File: src/rtl/vga_timing_pkg.sv
// Shared 800x600@60 scan timing constants, capture geometry and small helpers
// used by the sync generator, pixel fetcher and frame capture blocks.
package vga_timing_pkg;

    localparam int H_SYNC  = 128;
    localparam int H_BP    = 88;
    localparam int H_ACT   = 800;
    localparam int H_FP    = 40;
    localparam int V_SYNC  = 4;
    localparam int V_BP    = 23;
    localparam int V_ACT   = 600;
    localparam int V_FP    = 1;
    localparam int H_TOTAL = H_SYNC + H_BP + H_ACT + H_FP;
    localparam int V_TOTAL = V_SYNC + V_BP + V_ACT + V_FP;

    // Counter value immediately preceding the first active column / row
    localparam int HACT0   = H_SYNC + H_BP;
    localparam int VACT0   = V_SYNC + V_BP;

    localparam int FRAME_X = 128;
    localparam int FRAME_Y = 128;
    localparam int CNT_W   = 11;
    localparam int ADDR_W  = 11;
    localparam int DATA_W  = 8;
    localparam int RGB_W   = 3;

    typedef enum logic [1:0] {
        ST_IDLE    = 2'd0,
        ST_ARM     = 2'd1,
        ST_CAPTURE = 2'd2,
        ST_DONE    = 2'd3
    } cap_state_e;

    // Any lit colour channel counts as a foreground pixel
    function automatic logic pixel_on(input logic [RGB_W-1:0] rgb);
        return |rgb;
    endfunction

endpackage

File: src/rtl/vga_pixel_window.sv
// Combinational capture-window decode: turns the shared c1/c2 scan counters
// into a window-valid flag and window-relative x/y coordinates.
module vga_pixel_window
    import vga_timing_pkg::*;
#(
    parameter int _X     = FRAME_X,
    parameter int _Y     = FRAME_Y,
    parameter int _XOFF  = 0,
    parameter int _YOFF  = 0,
    parameter int _HACT0 = HACT0,
    parameter int _VACT0 = VACT0,
    parameter int XW     = $clog2(_X),
    parameter int YW     = $clog2(_Y)
) (
    input  logic [CNT_W-1:0] c1,
    input  logic [CNT_W-1:0] c2,
    output logic             valid,
    output logic [XW-1:0]    x,
    output logic [YW-1:0]    y
);

    localparam logic [CNT_W-1:0] X_LO = CNT_W'(_HACT0 + _XOFF);
    localparam logic [CNT_W-1:0] X_HI = CNT_W'(_HACT0 + _XOFF + _X);
    localparam logic [CNT_W-1:0] Y_LO = CNT_W'(_VACT0 + _YOFF);
    localparam logic [CNT_W-1:0] Y_HI = CNT_W'(_VACT0 + _YOFF + _Y);

    // Half-open on the low side: the counter value X_LO itself is still blanking
    assign valid = (c1 > X_LO) && (c1 <= X_HI) && (c2 > Y_LO) && (c2 <= Y_HI);

    // Differences are formed at counter width, then cut down to coordinate width
    assign x = XW'(c1 - X_LO - CNT_W'(1));
    assign y = YW'(c2 - Y_LO - CNT_W'(1));

endmodule

File: src/rtl/vga_frame_capture.sv
// Single-frame monochrome capture: samples the rgb stream inside the window,
// packs eight pixels per byte (leftmost pixel in bit 0) and writes the frame RAM.
module vga_frame_capture
    import vga_timing_pkg::*;
#(
    parameter int _X     = FRAME_X,
    parameter int _Y     = FRAME_Y,
    parameter int _XOFF  = 0,
    parameter int _YOFF  = 0,
    parameter int _HACT0 = HACT0,
    parameter int _VACT0 = VACT0
) (
    input  logic              clk,
    input  logic              rst_n,
    input  logic [CNT_W-1:0]  c1,
    input  logic [CNT_W-1:0]  c2,
    input  logic [RGB_W-1:0]  rgb_in,
    input  logic              capture_req,
    input  logic              abort,
    output logic              busy,
    output logic              done,
    output logic              ram_we,
    output logic [ADDR_W-1:0] ram_addr,
    output logic [DATA_W-1:0] ram_wdata
);

    localparam int XW  = $clog2(_X);
    localparam int YW  = $clog2(_Y);
    localparam int BPR = _X / 8;
    localparam logic [ADDR_W-1:0] BPR_A     = ADDR_W'(BPR);
    localparam logic [ADDR_W-1:0] LAST_ADDR = ADDR_W'(BPR * _Y - 1);

    logic              win_valid_s;
    logic [XW-1:0]     win_x_s;
    logic [YW-1:0]     win_y_s;
    logic              pix_s;
    logic [2:0]        bit_sel_s;
    logic              frame_start_s;
    logic [ADDR_W-1:0] wr_addr_s;

    cap_state_e        state_q, state_d;
    logic [DATA_W-1:0] sr_q, sr_d;
    logic              busy_q, busy_d;
    logic              done_q, done_d;
    logic              we_q, we_d;
    logic [ADDR_W-1:0] addr_q, addr_d;
    logic [DATA_W-1:0] wdata_q, wdata_d;

    vga_pixel_window #(
        ._X     (_X),
        ._Y     (_Y),
        ._XOFF  (_XOFF),
        ._YOFF  (_YOFF),
        ._HACT0 (_HACT0),
        ._VACT0 (_VACT0),
        .XW     (XW),
        .YW     (YW)
    ) u_window (
        .c1    (c1),
        .c2    (c2),
        .valid (win_valid_s),
        .x     (win_x_s),
        .y     (win_y_s)
    );

    assign pix_s         = pixel_on(rgb_in);
    assign bit_sel_s     = win_x_s[2:0];
    assign frame_start_s = win_valid_s && (win_x_s == '0) && (win_y_s == '0);
    assign wr_addr_s     = ADDR_W'(win_y_s) * BPR_A + ADDR_W'(win_x_s[XW-1:3]);

    // Next-state, packing and write-port decode
    always_comb begin
        state_d = state_q;
        sr_d    = sr_q;
        we_d    = 1'b0;
        addr_d  = addr_q;
        wdata_d = wdata_q;
        done_d  = 1'b0;

        case (state_q)
            ST_IDLE: begin
                if (capture_req && !abort) begin
                    state_d = ST_ARM;
                end else begin
                    state_d = ST_IDLE;
                end
            end
            ST_ARM: begin
                // Only the very first window pixel starts a capture, so a
                // request landing mid-frame waits for the next frame
                if (abort) begin
                    state_d = ST_IDLE;
                end else if (frame_start_s) begin
                    state_d         = ST_CAPTURE;
                    sr_d[bit_sel_s] = pix_s;
                end else begin
                    state_d = ST_ARM;
                end
            end
            ST_CAPTURE: begin
                if (abort) begin
                    state_d = ST_IDLE;
                end else if (win_valid_s) begin
                    sr_d[bit_sel_s] = pix_s;
                    if (bit_sel_s == 3'd7) begin
                        we_d    = 1'b1;
                        addr_d  = wr_addr_s;
                        wdata_d = {pix_s, sr_q[DATA_W-2:0]};
                        if (wr_addr_s == LAST_ADDR) begin
                            state_d = ST_DONE;
                        end else begin
                            state_d = ST_CAPTURE;
                        end
                    end else begin
                        state_d = ST_CAPTURE;
                    end
                end else begin
                    state_d = ST_CAPTURE;
                end
            end
            ST_DONE: begin
                done_d  = 1'b1;
                state_d = ST_IDLE;
            end
            default: begin
                state_d = ST_IDLE;
            end
        endcase

        busy_d = (state_d == ST_ARM) || (state_d == ST_CAPTURE);
    end

    // State and registered outputs
    always_ff @(posedge clk or negedge rst_n) begin
        if (!rst_n) begin
            state_q <= ST_IDLE;
            sr_q    <= '0;
            busy_q  <= 1'b0;
            done_q  <= 1'b0;
            we_q    <= 1'b0;
            addr_q  <= '0;
            wdata_q <= '0;
        end else begin
            state_q <= state_d;
            sr_q    <= sr_d;
            busy_q  <= busy_d;
            done_q  <= done_d;
            we_q    <= we_d;
            addr_q  <= addr_d;
            wdata_q <= wdata_d;
        end
    end

    assign busy      = busy_q;
    assign done      = done_q;
    assign ram_we    = we_q;
    assign ram_addr  = addr_q;
    assign ram_wdata = wdata_q;

endmodule
File: config.mk
export PLATFORM = sky130hd
export DESIGN_NAME = vga_frame_capture
export DESIGN_NICKNAME = d
export VERILOG_FILES = /design/src/rtl/vga_timing_pkg.sv /design/src/rtl/vga_pixel_window.sv /design/src/rtl/vga_frame_capture.sv
export SDC_FILE = /design/constraint.sdc
export NUM_CORES = 1
export LEC_CHECK = 0
export ABC_AREA = 1
export CAP_MARGIN = 20
export CORE_UTILIZATION = 44
export DETAILED_ROUTE_END_ITERATION = 8
export PLACE_DENSITY = 0.81
export SETUP_SLACK_MARGIN = 0.05
export SYNTH_ARGS = -nofsm -noshare
export SYNTH_HDL_FRONTEND = slang
export SYNTH_SLANG_ARGS = --single-unit
File: constraint.sdc
create_clock -name clk -period 1.35 [get_ports clk]
set_input_delay 0.27 -clock clk [delete_from_list [all_inputs] [get_ports clk]]
set_output_delay 0.27 -clock clk [all_outputs]
set_load 0.005 [all_outputs]
==> results of run 1 <==
[kinds of logic (layout without fill, tap and decap cells)]
family / Yosys count / count (layout) / share of synthesized area [%]
AOI/OAI and AO/OA: 21 / 21 / 6.845
DFF: 31 / 31 / 41.20
xor gates and xnor gates: 3 / 3 / 1.396
buffers and inverters: 36 / 153 / 7.509
and+or+nand+nor: 152 / 152 / 37.74
adders and majority gates: 8 / 8 / 5.316
[state kept, by name, indices dropped and copies added, names as in the netlist]
register and cells:
ram_addr 11, ram_wdata 8, sr_q 7, state_q 2, busy 1, done 1
ram_we 1
[through the flow]
step	power (mW)	cell area, µm²	setup WS [ns]
final	2.439	3455	-0.5630
after floorplan	1.129	1997	-0.4586
after global routing	2.512	3455	-0.6711
after CTS	2.345	3232	-0.2823
after detailed placement	1.385	2821	-1.212
after global placement	1.376	2821	-1.161
[cell type report]
class	count	area share, %
timing repair buffer	112	30.46
tap	50	1.811
inverter	33	4.600
clock buffer	6	2.390
sequential	31	22.46
clock inverter	2	1.014
multi-input combinational	184	37.27
[synthesized netlist by cell type]
cell      instances  area [µm²]
o21ai_1          16       80.08
inv_2             6       22.52
nand3_1          20       100.1
nand2_1          80       300.3
buf_2             2       10.01
nand3_2           1       10.01
buf_4             1       7.510
nand3_4           3       52.55
o21ai_2           2       17.52
nand2_4           2       22.52
nor2_1           28       105.1
nand3b_1          2       15.01
or2_2             1       6.260
a21o_1            1       7.510
nand2_2           4       25.02
nor3_1            7       35.03
a21oi_4           1       16.27
xnor2_1           3       26.28
nor2_2            1       6.260
nor2_8            1       20.02
inv_1            27       101.4
ha_1              8       100.1
nand4_1           2       12.51
o21bai_1          1       7.510
dfrtp_1          31       775.7
[power by group]
part	internal (mW)	switching (mW)
logic	0.249	0.279
registers	0.936	0.00501
clock network	0.597	0.374
total	1.78	0.658
[path summary, 6_finish.rpt]
| check | startpoint | to | slack [ns] | cells past startpoint |
|---|---|---|---|---|
| setup / recovery | c1[0] | busy$_DFF_PN0_ | -0.56 | 15 |
| hold / removal | c2[2] | ram_addr[6]$_DFFE_PN0P_ | 0.26 | 3 |
| setup reg to reg | state_q[1]$_DFF_PN0_ | sr_q[6]$_DFFE_PN0P_ | -0.32 | 6 |
| hold reg to reg | ram_wdata[4]$_DFFE_PN0P_ | ram_wdata[4]$_DFFE_PN0P_ | 0.48 | 2 |
| max in group asynchronous | rst_n | ram_addr[4]$_DFFE_PN0P_ | 0.85 | 2 |
| min in group asynchronous | rst_n | done$_DFF_PN0_ | 0.33 | 2 |
[worst max-delay path, cell delays in order]
cell and delay, ns:
buf_12 0.09, inv_12 0.03, ha_4 0.15, ha_4 0.27, nand3_2 0.05, nor2_1 0.14, nand2_1 0.11, nor2_1 0.13
nand3_1 0.10, nor2_2 0.18, nand3_4 0.14, a21oi_4 0.21, inv_2 0.06, nand2_1 0.10, nand2_1 0.08
[timing repair]
action                                  CTS  global route
pin swaps                                28            20
endpoints found under the setup margin   52            30
cloned                                    2             0
setup buffers                            17             7
gates resized for setup                 103            51
[cell usage in the layout (no fill, tap or decap), drive strengths merged]
| master | netlist | routed |
|---|---|---|
| nand2 | 86 | 86 |
| buf | 3 | 66 |
| inv | 33 | 33 |
| dlygate4sd2 | 0 | 32 |
| dfrtp | 31 | 31 |
| nor2 | 30 | 30 |
| nand3 | 24 | 24 |
| o21ai | 18 | 18 |
| clkdlybuf4s50 | 0 | 8 |
| ha | 8 | 8 |
| clkbuf | 0 | 7 |
| nor3 | 7 | 7 |
| xnor2 | 3 | 3 |
| clkdlybuf4s15 | 0 | 3 |
| nand3b | 2 | 2 |
| nand4 | 2 | 2 |
| dlymetal6s2s | 0 | 2 |
| o21bai | 1 | 1 |
| a21o | 1 | 1 |
| a21oi | 1 | 1 |
| or2 | 1 | 1 |
| bufinv | 0 | 1 |
| clkinv | 0 | 1 |
[per-layer routing]
metal	global-route usage [%]	up-vias
met5	0	-
met2	54.75	94
li1	-	1022
met1	31.15	1059
met3	5.236	28
met4	11.70	0
==> impl_metrics.ini, run 1 <==
[worst_setup_path]
critPathKind = in -> reg
startpoint_type = primary input
worst_setup_path_end_kind = flop
arrival_ns = 2.09
cp_max_fo = 3
required_ns = 1.53

[logic_synthesis]
syn_nets = 288
syn_area_um2 = 1883
ys_seq_elements = 31
avgSynthCellArea_um2 = 7.502
ys_seq_area_share_pct = 41.20
synthCells = 251
ys_types = 25
ys.warnings.count = 0

[cells_and_area]
nets = 404
multi_input_area_um2 = 1287
seq_area_um2 = 775.7
fin_cells = 418
utilization_pct = 85.14
num-fill-cells = 218
antenna_cells = 0
drive_gt1_share_pct = 44.57
area_growth_pct = 83.45

[timing]
relSlewSlack_pct = 55.76
grt_setup_unrepaired = true
setup-violations-final = 30
slew_violations = 0
fin_crit_sh_pct = 141.7
max_freq_mhz = 522.7
clock-skew-final_ns = 0.004145
hold_viol_final = 0
whs_ns = 0.2588
setup_slack_ns = -0.5630
min_period_ns = 1.913
worstMarginPinSlew_ns = 0.6620
setup_tns_ns = -11.24

[grt]
grt_max_degree = 32
grt.overflow.total = 0
grt_antenna_before_repair = 0
grt_pass1_wl_um = 9494
grt_pass1_vias = 2068
grt_usage_pct = 28.91

[drt]
dr_wl_met2_um = 3635
detail-route-antenna-nets = 0
drtIter0Drc = 286
routed-via-count = 2203
firstDrtPassIters = 4
wirelength_um = 6788
route.detailed.drc = 0
met3_length_um = 316
viasPerCell = 5.270
wl_per_cell_um = 16.24
m1WireLength_um = 2580
top_layer_used = met4

[clock_network]
cts_tree = done
cts_root_buf = clkbuf_8
hold_buffers = 0
clock-sinks = 31
path_clk_slew_ns = 0.07
clk_latency_ns = 0.29
htreeDepth = 2
ctsLongestPathBuffers = 2
numCtsBuffers = 5

[pwr]
p_per_area_nw_per_um2 = 706.1
p_leak_nw = 1.793
peakVddDrop_v = 0.0005431

[flow_run]
max_cap_violations = 0

[outcome]
outcome = complete, but fails checks
violations = setup timing

[floorplanning]
die_h_um = 67.42
die_w_um = 67.42
start_util_pct = 46.41
core-area_um2 = 4058
rows = 23
io_pins = 51
die-area_um2 = 4545

[placed_design]
portBuffers = 50
post-place-cells = 384
gp_congestion = 0.8260
hpwl_um = 3475

[worst_hold_path]
min_path_type = in -> reg
Power figures use the tool's default switching activity.
==> inputs of run 2 (changes only) <==
--- a/config.mk
+++ b/config.mk
@@ -11,6 +11,7 @@
 export DETAILED_ROUTE_END_ITERATION = 8
 export PLACE_DENSITY = 0.81
 export SETUP_SLACK_MARGIN = 0.05
+export SLEW_MARGIN = 20
 export SYNTH_ARGS = -nofsm -noshare
 export SYNTH_HDL_FRONTEND = slang
 export SYNTH_SLANG_ARGS = --single-unit
==> results of run 2 <==
Final layout, timing and power as in run 1 (identical DEF).
==> inputs of run 3 (changes only) <==
--- a/config.mk
+++ b/config.mk
@@ -7,9 +7,9 @@
 export LEC_CHECK = 0
 export ABC_AREA = 1
 export CAP_MARGIN = 20
-export CORE_UTILIZATION = 44
+export CORE_UTILIZATION = 48
 export DETAILED_ROUTE_END_ITERATION = 8
-export PLACE_DENSITY = 0.81
+export PLACE_DENSITY = 0.84
 export SETUP_SLACK_MARGIN = 0.05
 export SLEW_MARGIN = 20
 export SYNTH_ARGS = -nofsm -noshare
==> constraint.sdc (replaced) <==
create_clock -name clk -period 1.9 [get_ports clk]
set_input_delay 0.38 -clock clk [delete_from_list [all_inputs] [get_ports clk]]
set_output_delay 0.38 -clock clk [all_outputs]
set_load 0.005 [all_outputs]
==> impl_metrics.ini, run 3 (same netlist as run 1, synthesis figures left out) <==
[grt]
grt_antenna_before_repair = 0
grt_usage_pct = 24.57
grt_pass1_wl_um = 7941
grt_max_degree = 32
grt_pass1_vias = 1846
grt.overflow.total = 0

[cells_and_area]
antenna_cells = 0
mostFrequentLayoutCells = nand2_1 (70), clkdlybuf4s50_1 (34), dfrtp_1 (31), buf_4 (31), nor2_1 (27)
drive_gt1_share_pct = 27.86
fin_cells = 389
num-fill-cells = 242
nets = 378
final_common_cell = nand2_1
largest_reg_flops = 11
area_growth_pct = 58.34

[pwr]
switching_share_pct = 26.97
p_per_area_nw_per_um2 = 507.3
p_int_mw = 1.105
p_leak_nw = 1.482
power_switching_mw = 0.4079
p_seq_share_pct = 44.2
p_total_mw = 1.513
p_comb_share_pct = 21.2
peakVddDrop_v = 0.0004198
clkPwrFrac_pct = 34.7

[timing]
hold_viol_final = 0
slew_violations = 0
clock-skew-final_ns = 0.006636
max_freq_mhz = 534.5
setup_slack_ns = 0.02903
min_period_ns = 1.871
relSlewSlack_pct = 64.68
setup_tns_ns = 0
grt_setup_unrepaired = true
setup-violations-final = 0
worstMarginPinSlew_ns = 0.5286
fin_crit_sh_pct = 98.47

[worst_setup_path]
arrival_ns = 2.03
slowest_delay_ns = 0.50
startpoint_type = primary input
worst_r2r_startpoint = state_q[1]$_DFF_PN0_
cp_slowest_cell = clkdlybuf4s50_1
critPathKind = in -> reg
worst_setup_path_end_kind = flop
startpoint = c1[8]
cp_max_fo = 7
required_ns = 2.06
cp_cell_sequence = clkdlybuf4s50_1 -> nand3_1 -> nand3b_1 -> nand2_2 -> nand2_4 -> nor2_8 -> nand3_4 -> nand2_8 -> nand3_4 -> nand2_2 -> o21ai_1

[clock_network]
cts_tree = done
hold_buffers = 0
numCtsBuffers = 5
ctsLongestPathBuffers = 2
path_clk_slew_ns = 0.07
clock-sinks = 31
htreeDepth = 2
cts_root_buf = clkbuf_8
clk_latency_ns = 0.28

[drt]
route.detailed.drc = 0
firstDrtPassIters = 5
wl_per_cell_um = 14.05
routed-via-count = 2010
viasPerCell = 5.167
wirelength_um = 5467
detail-route-antenna-nets = 0
drtIter0Drc = 204

[placed_design]
gp_congestion = 0.8415
post-place-cells = 380
hpwl_um = 3644
portBuffers = 50
pre_cts_slack_ns = -0.8088

[floorplanning]
start_util_pct = 50.67
die_w_um = 64.64
core-area_um2 = 3716
rows = 22
io_pins = 51
die_h_um = 64.64
die-area_um2 = 4178

[flow_run]
max_cap_violations = 0

[worst_hold_path]
min_path_type = in -> reg
min_from = c2[2]

[outcome]
outcome = finished, final reports clean
-- run 3: changes by cell type in the layout (fill, tap and decap cells not counted), moves of 7 or more --
cell / before / now
dlygate4sd2_1: 32 / 6
clkdlybuf4s50_1: 8 / 34
o21ai_2: 10 / 2
o21ai_1: 8 / 16
nand2_1: 58 / 70
buf_6: 12 / 5
buf_4: 46 / 31
nand2_2: 24 / 14
-- run 3: metrics by stage --
stage	area, µm²	utilization [%]	hold slack (ns)
6_report	2982	80.24	0.4263
3_3_place_gp	2771	74.58	0.4634
2_1_floorplan	1973	-	0.08441
3_5_place_dp	2771	74.58	0.4592
5_1_grt	2982	80.24	0.4507
4_1_cts	2900	78.05	0.4724
-- run 3: power by group through the flow --
| stage | Clock, mW | Combinational [mW] | Sequential, mW |
|---|---|---|---|
| after global placement | 0 | 0.293 | 0.680 |
| after floorplan | 0 | 0.121 | 0.680 |
| after detailed placement | 0 | 0.299 | 0.680 |
| after global routing | 0.568 | 0.349 | 0.668 |
| after CTS | 0.521 | 0.301 | 0.669 |
| final | 0.524 | 0.320 | 0.668 |
-- run 3: critical path: cells and delay by family --
family,cells,cell delay [ns]
buffers and inverters,1,0.50
AND/OR/NAND/NOR,9,1.07
AO/OA/AOI/OAI,1,0.08
-- run 3: layout make-up --
cell class,instances,area [µm²],area share (%)
repair buffers,86,797.0,26.73
clock buffers,6,82.58,2.770
well taps,48,60.06,2.014
multi-input cells,184,1112,37.31
flip-flops and latches,31,775.7,26.02
clock inverters,1,5.005,0.1679
inverters,33,148.9,4.994
-- run 3: layer usage --
layer / GRT usage (%) / vias to the layer above / wire length, µm
li1: - / 969 / -
met3: 5.282 / 12 / 362
met5: 0 / - / 0
met1: 30.59 / 940 / 2161
met4: 5.278 / 0 / 82
met2: 43.42 / 89 / 2861
-- run 3: path summary, 6_finish.rpt --
kind / end / slack (ns) / cells after the start
max: sr_q[4]$_DFFE_PN0P_ / 0.03 / 11
min: ram_addr[6]$_DFFE_PN0P_ / 0.43 / 3
max reg2reg: busy$_DFF_PN0_ / 0.23 / 8
min reg2reg: ram_addr[7]$_DFFE_PN0P_ / 0.48 / 2
max in group asynchronous: sr_q[5]$_DFFE_PN0P_ / 1.13 / 2
min in group asynchronous: ram_wdata[7]$_DFFE_PN0P_ / 0.49 / 2
-- run 3: repair_timing --
item                                    CTS  global route
pin swaps                                11            20
buffers inserted                          1             1
endpoints found under the hold margin     0             0
endpoints found under the setup margin   30            28
resized for setup                        34            28
